**config.mk**
```make
export PLATFORM = sky130hd
export DESIGN_NAME = tlp_dma_writer
export DESIGN_NICKNAME = d
export VERILOG_FILES = /design/src/rtl/tlp_dma_writer.sv
export SDC_FILE = /design/constraint.sdc
export NUM_CORES = 1
export LEC_CHECK = 0
export ABC_AREA = 1
export CORE_MARGIN = 4
export CORE_UTILIZATION = 35
export CTS_CLUSTER_DIAMETER = 100
export DETAILED_ROUTE_END_ITERATION = 10
export PLACE_DENSITY_LB_ADDON = 0.2
export SYNTH_ARGS = -nofsm -noshare
export SYNTH_HDL_FRONTEND = slang
export SYNTH_SLANG_ARGS = --single-unit
```
**constraint.sdc**
```tcl
create_clock -name pcieClk_in -period 3.6 [get_ports pcieClk_in]
set_input_delay 0.72 -clock pcieClk_in [delete_from_list [all_inputs] [get_ports pcieClk_in]]
set_output_delay 0.72 -clock pcieClk_in [all_outputs]
set_load 0.05 [all_outputs]
```
**src/rtl/tlp_dma_writer.sv**
```systemverilog
//============================================================================
// Module      : tlp_dma_writer
// Description : FPGA->Host DMA transmitter. Packs a 64-bit payload stream
//               into MWr64 (4DW header) TLPs on the TLP-level tx pipe.
//               Each TLP is two header qwords followed by TLP_QW payload
//               qwords passed straight through from the source.
// Options     : `define TLP_COUNT_EN adds tlpCount_out, a free-running count
//               of TLPs whose EOP beat was accepted since reset.
// Revision    : 1.0 - initial release
//============================================================================
`default_nettype none

module tlp_dma_writer #(
   parameter int TLP_QW = 16
) (
   input  logic        pcieClk_in,
   input  logic        pcieRst_in,
   input  logic [15:0] cfgBusDev_in,
   input  logic [63:0] dmaBase_in,
   input  logic [15:0] dmaNumTlps_in,
   input  logic        dmaStart_in,
   output logic        dmaBusy_out,
   output logic        dmaDone_out,
   input  logic [63:0] srcData_in,
   input  logic        srcValid_in,
   output logic        srcReady_out,
`ifdef TLP_COUNT_EN
   output logic [31:0] tlpCount_out,
`endif
   output logic [63:0] txData_out,
   output logic        txSOP_out,
   output logic        txEOP_out,
   output logic        txValid_out,
   input  logic        txReady_in
);

   // Payload beat counter width; at least one bit even for single-qword TLPs.
   localparam int                 BEAT_W    = (TLP_QW > 1) ? $clog2(TLP_QW) : 1;
   localparam logic [BEAT_W-1:0]  BEAT_LAST = BEAT_W'(TLP_QW - 1);
   // Length field is in DWs: two DWs per payload qword.
   localparam logic [9:0]         LEN_DW    = 10'(2 * TLP_QW);
   // Byte stride between consecutive TLP start addresses.
   localparam logic [63:0]        ADDR_STEP = 64'(TLP_QW * 8);
   // MWr with 64-bit address: fmt=3'b011 (4DW header, with data), type=0.
   localparam logic [2:0]         FMT_MWR64 = 3'b011;
   localparam logic [4:0]         TYPE_MWR  = 5'b00000;

   typedef enum logic [1:0] {
      ST_IDLE = 2'd0,
      ST_HDR0 = 2'd1,
      ST_HDR1 = 2'd2,
      ST_DATA = 2'd3
   } state_t;

   state_t            state_q, state_d;
   logic [63:0]       addr_q, addr_d;
   logic [15:0]       remain_q, remain_d;
   logic [7:0]        tag_q, tag_d;
   logic [BEAT_W-1:0] beat_q, beat_d;
   logic              done_q, done_d;

   logic              last_beat_w;
   logic              tx_fire_w;
   logic              eop_fire_w;
   logic [31:0]       hdr_dw0_w;
   logic [31:0]       hdr_dw1_w;
   logic              unused_base_w;

   // The low three address bits are forced to zero (qword aligned).
   assign unused_base_w = ^dmaBase_in[2:0];

   assign last_beat_w = (beat_q == BEAT_LAST);

   // A beat is accepted when the tx pipe takes it; header beats are always
   // valid, payload beats are valid only when the source offers data.
   assign tx_fire_w = txReady_in &&
                      ((state_q == ST_HDR0) || (state_q == ST_HDR1) ||
                       ((state_q == ST_DATA) && srcValid_in));

   assign eop_fire_w = tx_fire_w && (state_q == ST_DATA) && last_beat_w;

   // TC, attributes, TD, EP and AT are all left at zero.
   assign hdr_dw0_w = {FMT_MWR64, TYPE_MWR, 14'd0, LEN_DW};
   assign hdr_dw1_w = {cfgBusDev_in, tag_q, 4'hF, 4'hF};

   assign dmaBusy_out = (state_q != ST_IDLE);
   assign dmaDone_out = done_q;

   // State and datapath registers, all cleared by reset.
   always_ff @(posedge pcieClk_in) begin
      if (pcieRst_in) begin
         state_q  <= ST_IDLE;
         addr_q   <= '0;
         remain_q <= '0;
         tag_q    <= '0;
         beat_q   <= '0;
         done_q   <= 1'b0;
      end else begin
         state_q  <= state_d;
         addr_q   <= addr_d;
         remain_q <= remain_d;
         tag_q    <= tag_d;
         beat_q   <= beat_d;
         done_q   <= done_d;
      end
   end

   // Next-state logic and tx/source handshake outputs.
   always_comb begin
      state_d      = state_q;
      addr_d       = addr_q;
      remain_d     = remain_q;
      tag_d        = tag_q;
      beat_d       = beat_q;
      done_d       = 1'b0;
      txData_out   = '0;
      txSOP_out    = 1'b0;
      txEOP_out    = 1'b0;
      txValid_out  = 1'b0;
      srcReady_out = 1'b0;

      case (state_q)
         ST_IDLE: begin
            if (dmaStart_in) begin
               addr_d   = {dmaBase_in[63:3], 3'b000};
               remain_d = dmaNumTlps_in;
               beat_d   = '0;
               if (dmaNumTlps_in == 16'd0) begin
                  // Empty job: report completion without touching the pipe.
                  done_d = 1'b1;
               end else begin
                  state_d = ST_HDR0;
               end
            end
         end

         ST_HDR0: begin
            txValid_out = 1'b1;
            txSOP_out   = 1'b1;
            txData_out  = {hdr_dw1_w, hdr_dw0_w};
            if (tx_fire_w) begin
               state_d = ST_HDR1;
            end
         end

         ST_HDR1: begin
            // DW2 carries the upper address half, DW3 the lower half.
            txValid_out = 1'b1;
            txData_out  = {addr_q[31:0], addr_q[63:32]};
            if (tx_fire_w) begin
               state_d = ST_DATA;
               beat_d  = '0;
            end
         end

         ST_DATA: begin
            // Payload flows through combinationally; backpressure from the
            // tx pipe goes straight back to the source.
            txValid_out  = srcValid_in;
            txData_out   = srcData_in;
            txEOP_out    = last_beat_w;
            srcReady_out = txReady_in;
            if (eop_fire_w) begin
               beat_d   = '0;
               tag_d    = tag_q + 8'd1;
               addr_d   = addr_q + ADDR_STEP;
               remain_d = remain_q - 16'd1;
               if (remain_q == 16'd1) begin
                  state_d = ST_IDLE;
                  done_d  = 1'b1;
               end else begin
                  state_d = ST_HDR0;
               end
            end else if (tx_fire_w) begin
               beat_d = beat_q + BEAT_W'(1);
            end
         end

         default: begin
            state_d = ST_IDLE;
         end
      endcase
   end

`ifdef TLP_COUNT_EN
   logic [31:0] count_q;

   // Running count of completed TLPs; wraps naturally at 2^32.
   always_ff @(posedge pcieClk_in) begin
      if (pcieRst_in) begin
         count_q <= '0;
      end else if (eop_fire_w) begin
         count_q <= count_q + 32'd1;
      end
   end

   assign tlpCount_out = count_q;
`endif

endmodule

`default_nettype wire

```
==> metrics.cfg, run 1 <==
[global_routing]
grt_max_degree=119
track_usage_pct=23.6
grt_pass1_vias=9148
antenna_found_initial=0
overflow=0
grt_pass1_wl_um=49100

[status]
outcome=finished, final reports clean

[sta]
finClkSkew_ps=9.04
fin_crit_ps=3430
fmax_mhz=292
tns_ps=0
slew_headroom_pct=29.1
rsz0062_at_grt=false
maxSlewViolCount=0
worst_pin_slew_ps=1060
hold_ws_ps=463
setup_viol=0
finalCritPeriodShare_pct=95.3
hold_violations=0

[power_and_ir_drop]
pwr-share-comb_pct=60.1
pwr-share-seq_pct=25.3
p_sw_w=0.00380
p_sw_share_pct=52.0
power_density_nw_per_um2=663
clockPowerShare_pct=14.6
p_leak_nw=4.49
intPower_w=0.00351
ir_drop_mv=0.632

[final_layout]
area_growth_pct=38.7
drive_gt1_share_pct=8.08
nets=1816
finalCoreUtilization_pct=49.9
nFillCells=2369
num_antenna_cells=0
fin_area_um2=11000

[clock_network]
cts_buffers=9
cts_tree=done
htree_levels=3
root_buffer=clkbuf_16
clk_pin_slew_ps=70
postCtsResizedCells=0
ctsHoldBuffers=0
cts.path.max_buffers=2
postCtsSetupBuffers=0
cts_num_sinks=92
clk_latency_ps=360

[placed_design]
port-buffer-count=231
placed_cell_area_um2=10700
dpl.hpwl_um=23200
finalWeightedCongestion=0.934

[yosys]
syn_nets=1634
yosys.cell_types.count=40
avgSynthCellArea_um2=5.45
synth-edff-count=0
yosysSeqAreaShare_pct=23.2
synth.top_cells.by_area=nand2_1 24%, dfxtp_1 23%, nor2_1 10%
syn_inst=1460
async_reset_ff_share_pct=0
synth_seq_cells=92
syn_area_um2=7950
yosysTopAreaCell=nand2_1
yosys_warnings=0
ys.flop_type=dfxtp_1
yosysTopAreaCellShare_pct=24.5

[floorplanning]
initial_core_util_pct=36.0
die_width_um=159
io_pins=235
die-area_um2=25200
core_um2=22100
die_y_um=159
fp-row-count=54

[detailed_routing]
firstDrtPassIters=6
num_vias=9719
drc=0
drtIter0Drc=841
vias_per_cell=5.04
wl_um=30600
ant_nets=0
wl_per_cell_um=15.9

[setup_path]
criticalPathCategory=reg -> out
slowest_delay_ps=970
worstPathCellList=ha_1 > clkdlybuf4s50_1
cp.arrival_ps=2710
critPathTopFamily=buffers and inverters
crit_buf_inv=1
cp_num_cells=2
required_ps=2880
crit_slowest_cell=clkdlybuf4s50_1
reg2regPathDepth=11
start_kind=flip-flop
end_kind=output port
cp_max_fo=27

[job]
maxCapViolations=0

[worst_hold_path]
holdPathStages=2
hold_class=reg -> reg

==> kinds of logic (layout without fill, tap and decap cells) <==
family	after synthesis	count (layout)	share of synthesized area (%)
flops	92	92	23.2
simple gates	895	895	46.8
compound gates	235	235	15.7
buf+inv	207	394	10.5
xor+xnor	22	22	2.42
fa+ha+maj	9	9	1.42
==> layout by cell type, fill, tap and decap left out, drive strengths merged <==
cell type and instances:
a31oi 11, a211oi 5, nand4 22, nand3 94
ha 9, nor2 226, nor3b 1, o2111ai 1
a22o 1, clkinv 1, a21oi 116, inv 138
bufinv 2, clkdlybuf4s50 166, nor3 19, clkbuf 11
xor2 18, o211ai 8, o21a 4, dfxtp 92
buf 76, and2 1, nand2 527, xnor2 4
nor4 1, or2 4, o21ai 89
==> sequential cells by signal, summed over array words and instances (netlist names) <==
signal / count
tag_q: 8
remain_q: 16
addr_q: 61
beat_q: 4
dmaDone_out: 1
state_q: 2
==> synth_stat cells, types with 3 or more instances <==
cell type	number
nand2_1	518
nor2_1	212
inv_1	133
a21oi_1	115
dfxtp_1	92
nand3_1	89
o21ai_0	76
clkbuf_1	37
nand4_1	21
xor2_1	18
buf_2	17
nor3_1	17
buf_1	12
o21ai_1	12
a31oi_1	11
nor2_2	10
ha_1	9
o211ai_1	8
nand2_2	6
a211oi_1	5
nand3_2	5
buf_6	4
o21a_1	4
or2_2	4
xnor2_1	4
inv_2	3
nand2_4	3
nor2_4	3
==> worst paths after layout <==
kind                                  from     endpoint  slack (ps)
worst max-delay path            state_q[0]    txSOP_out         170
worst min-delay path             addr_q[6]    addr_q[6]         460
worst max register to register  state_q[1]  remain_q[3]         850
worst min register to register   addr_q[6]    addr_q[6]         460
==> stage by stage <==
| step | worst slack, ps | std cells | power, W |
|---|---|---|---|
| global placement | 554 | 1911 | 0.00620 |
| floorplan | 655 | 1460 | 0.00477 |
| global route | 65.4 | 1927 | 0.00792 |
| finish | 170 | 1927 | 0.00731 |
| CTS | 147 | 1927 | 0.00733 |
| detailed placement | 524 | 1911 | 0.00626 |
==> worst reg2reg max path, delay by kind of cell (launching register included) <==
kind	cells	cell delay, ps
buf+inv	3	860
simple gates	5	840
fa+ha+maj	1	350
flops	1	330
compound gates	2	290
==> area by class of cell <==
cell class	count	area, µm²	share of cell area (%)
Inverter	136	510	4.63
Multi-Input combinational cell	1161	5290	48.0
Sequential cell	92	1840	16.7
Timing Repair Buffer	242	2720	24.6
Clock inverter	5	82.6	0.749
Tap cell	280	350	3.18
Clock buffer	11	233	2.11
==> power groups by stage <==
| stage | Sequential, W | Clock [W] | Combinational [W] |
|---|---|---|---|
| after floorplan | 0.00168 | 0 | 0.00309 |
| after global placement | 0.00185 | 0 | 0.00436 |
| after detailed placement | 0.00186 | 0 | 0.00441 |
| after CTS | 0.00184 | 0.00107 | 0.00443 |
| after global routing | 0.00191 | 0.00111 | 0.00490 |
| final | 0.00185 | 0.00106 | 0.00440 |
==> per-layer routing <==
| metal | track usage, % | wire length, µm | part of all wire, % | vias up |
|---|---|---|---|---|
| li1 | - | - | - | 5006 |
| met1 | 33.5 | 14100 | 46 | 4358 |
| met2 | 38.1 | 14100 | 46 | 326 |
| met3 | 3.45 | 2010 | 6.5 | 29 |
| met4 | 5.40 | 467 | 1.5 | 0 |
| met5 | 0 | 0 | 0 | - |
Power figures use the tool's default switching activity.
==> inputs of run 2 (changes only) <==
- ABC_CLOCK_PERIOD_IN_PS: unset -> 3600
==> results of run 2 <==
No change in the layout: final DEF, timing and power equal those of run 1.
==> inputs of run 3 (changes only) <==
- CAP_MARGIN: unset -> 10
- GPL_TIMING_DRIVEN: unset -> 1
- HOLD_SLACK_MARGIN: unset -> 0.08
==> results of run 3 <==
No change in the layout: final DEF, timing and power equal those of run 1.
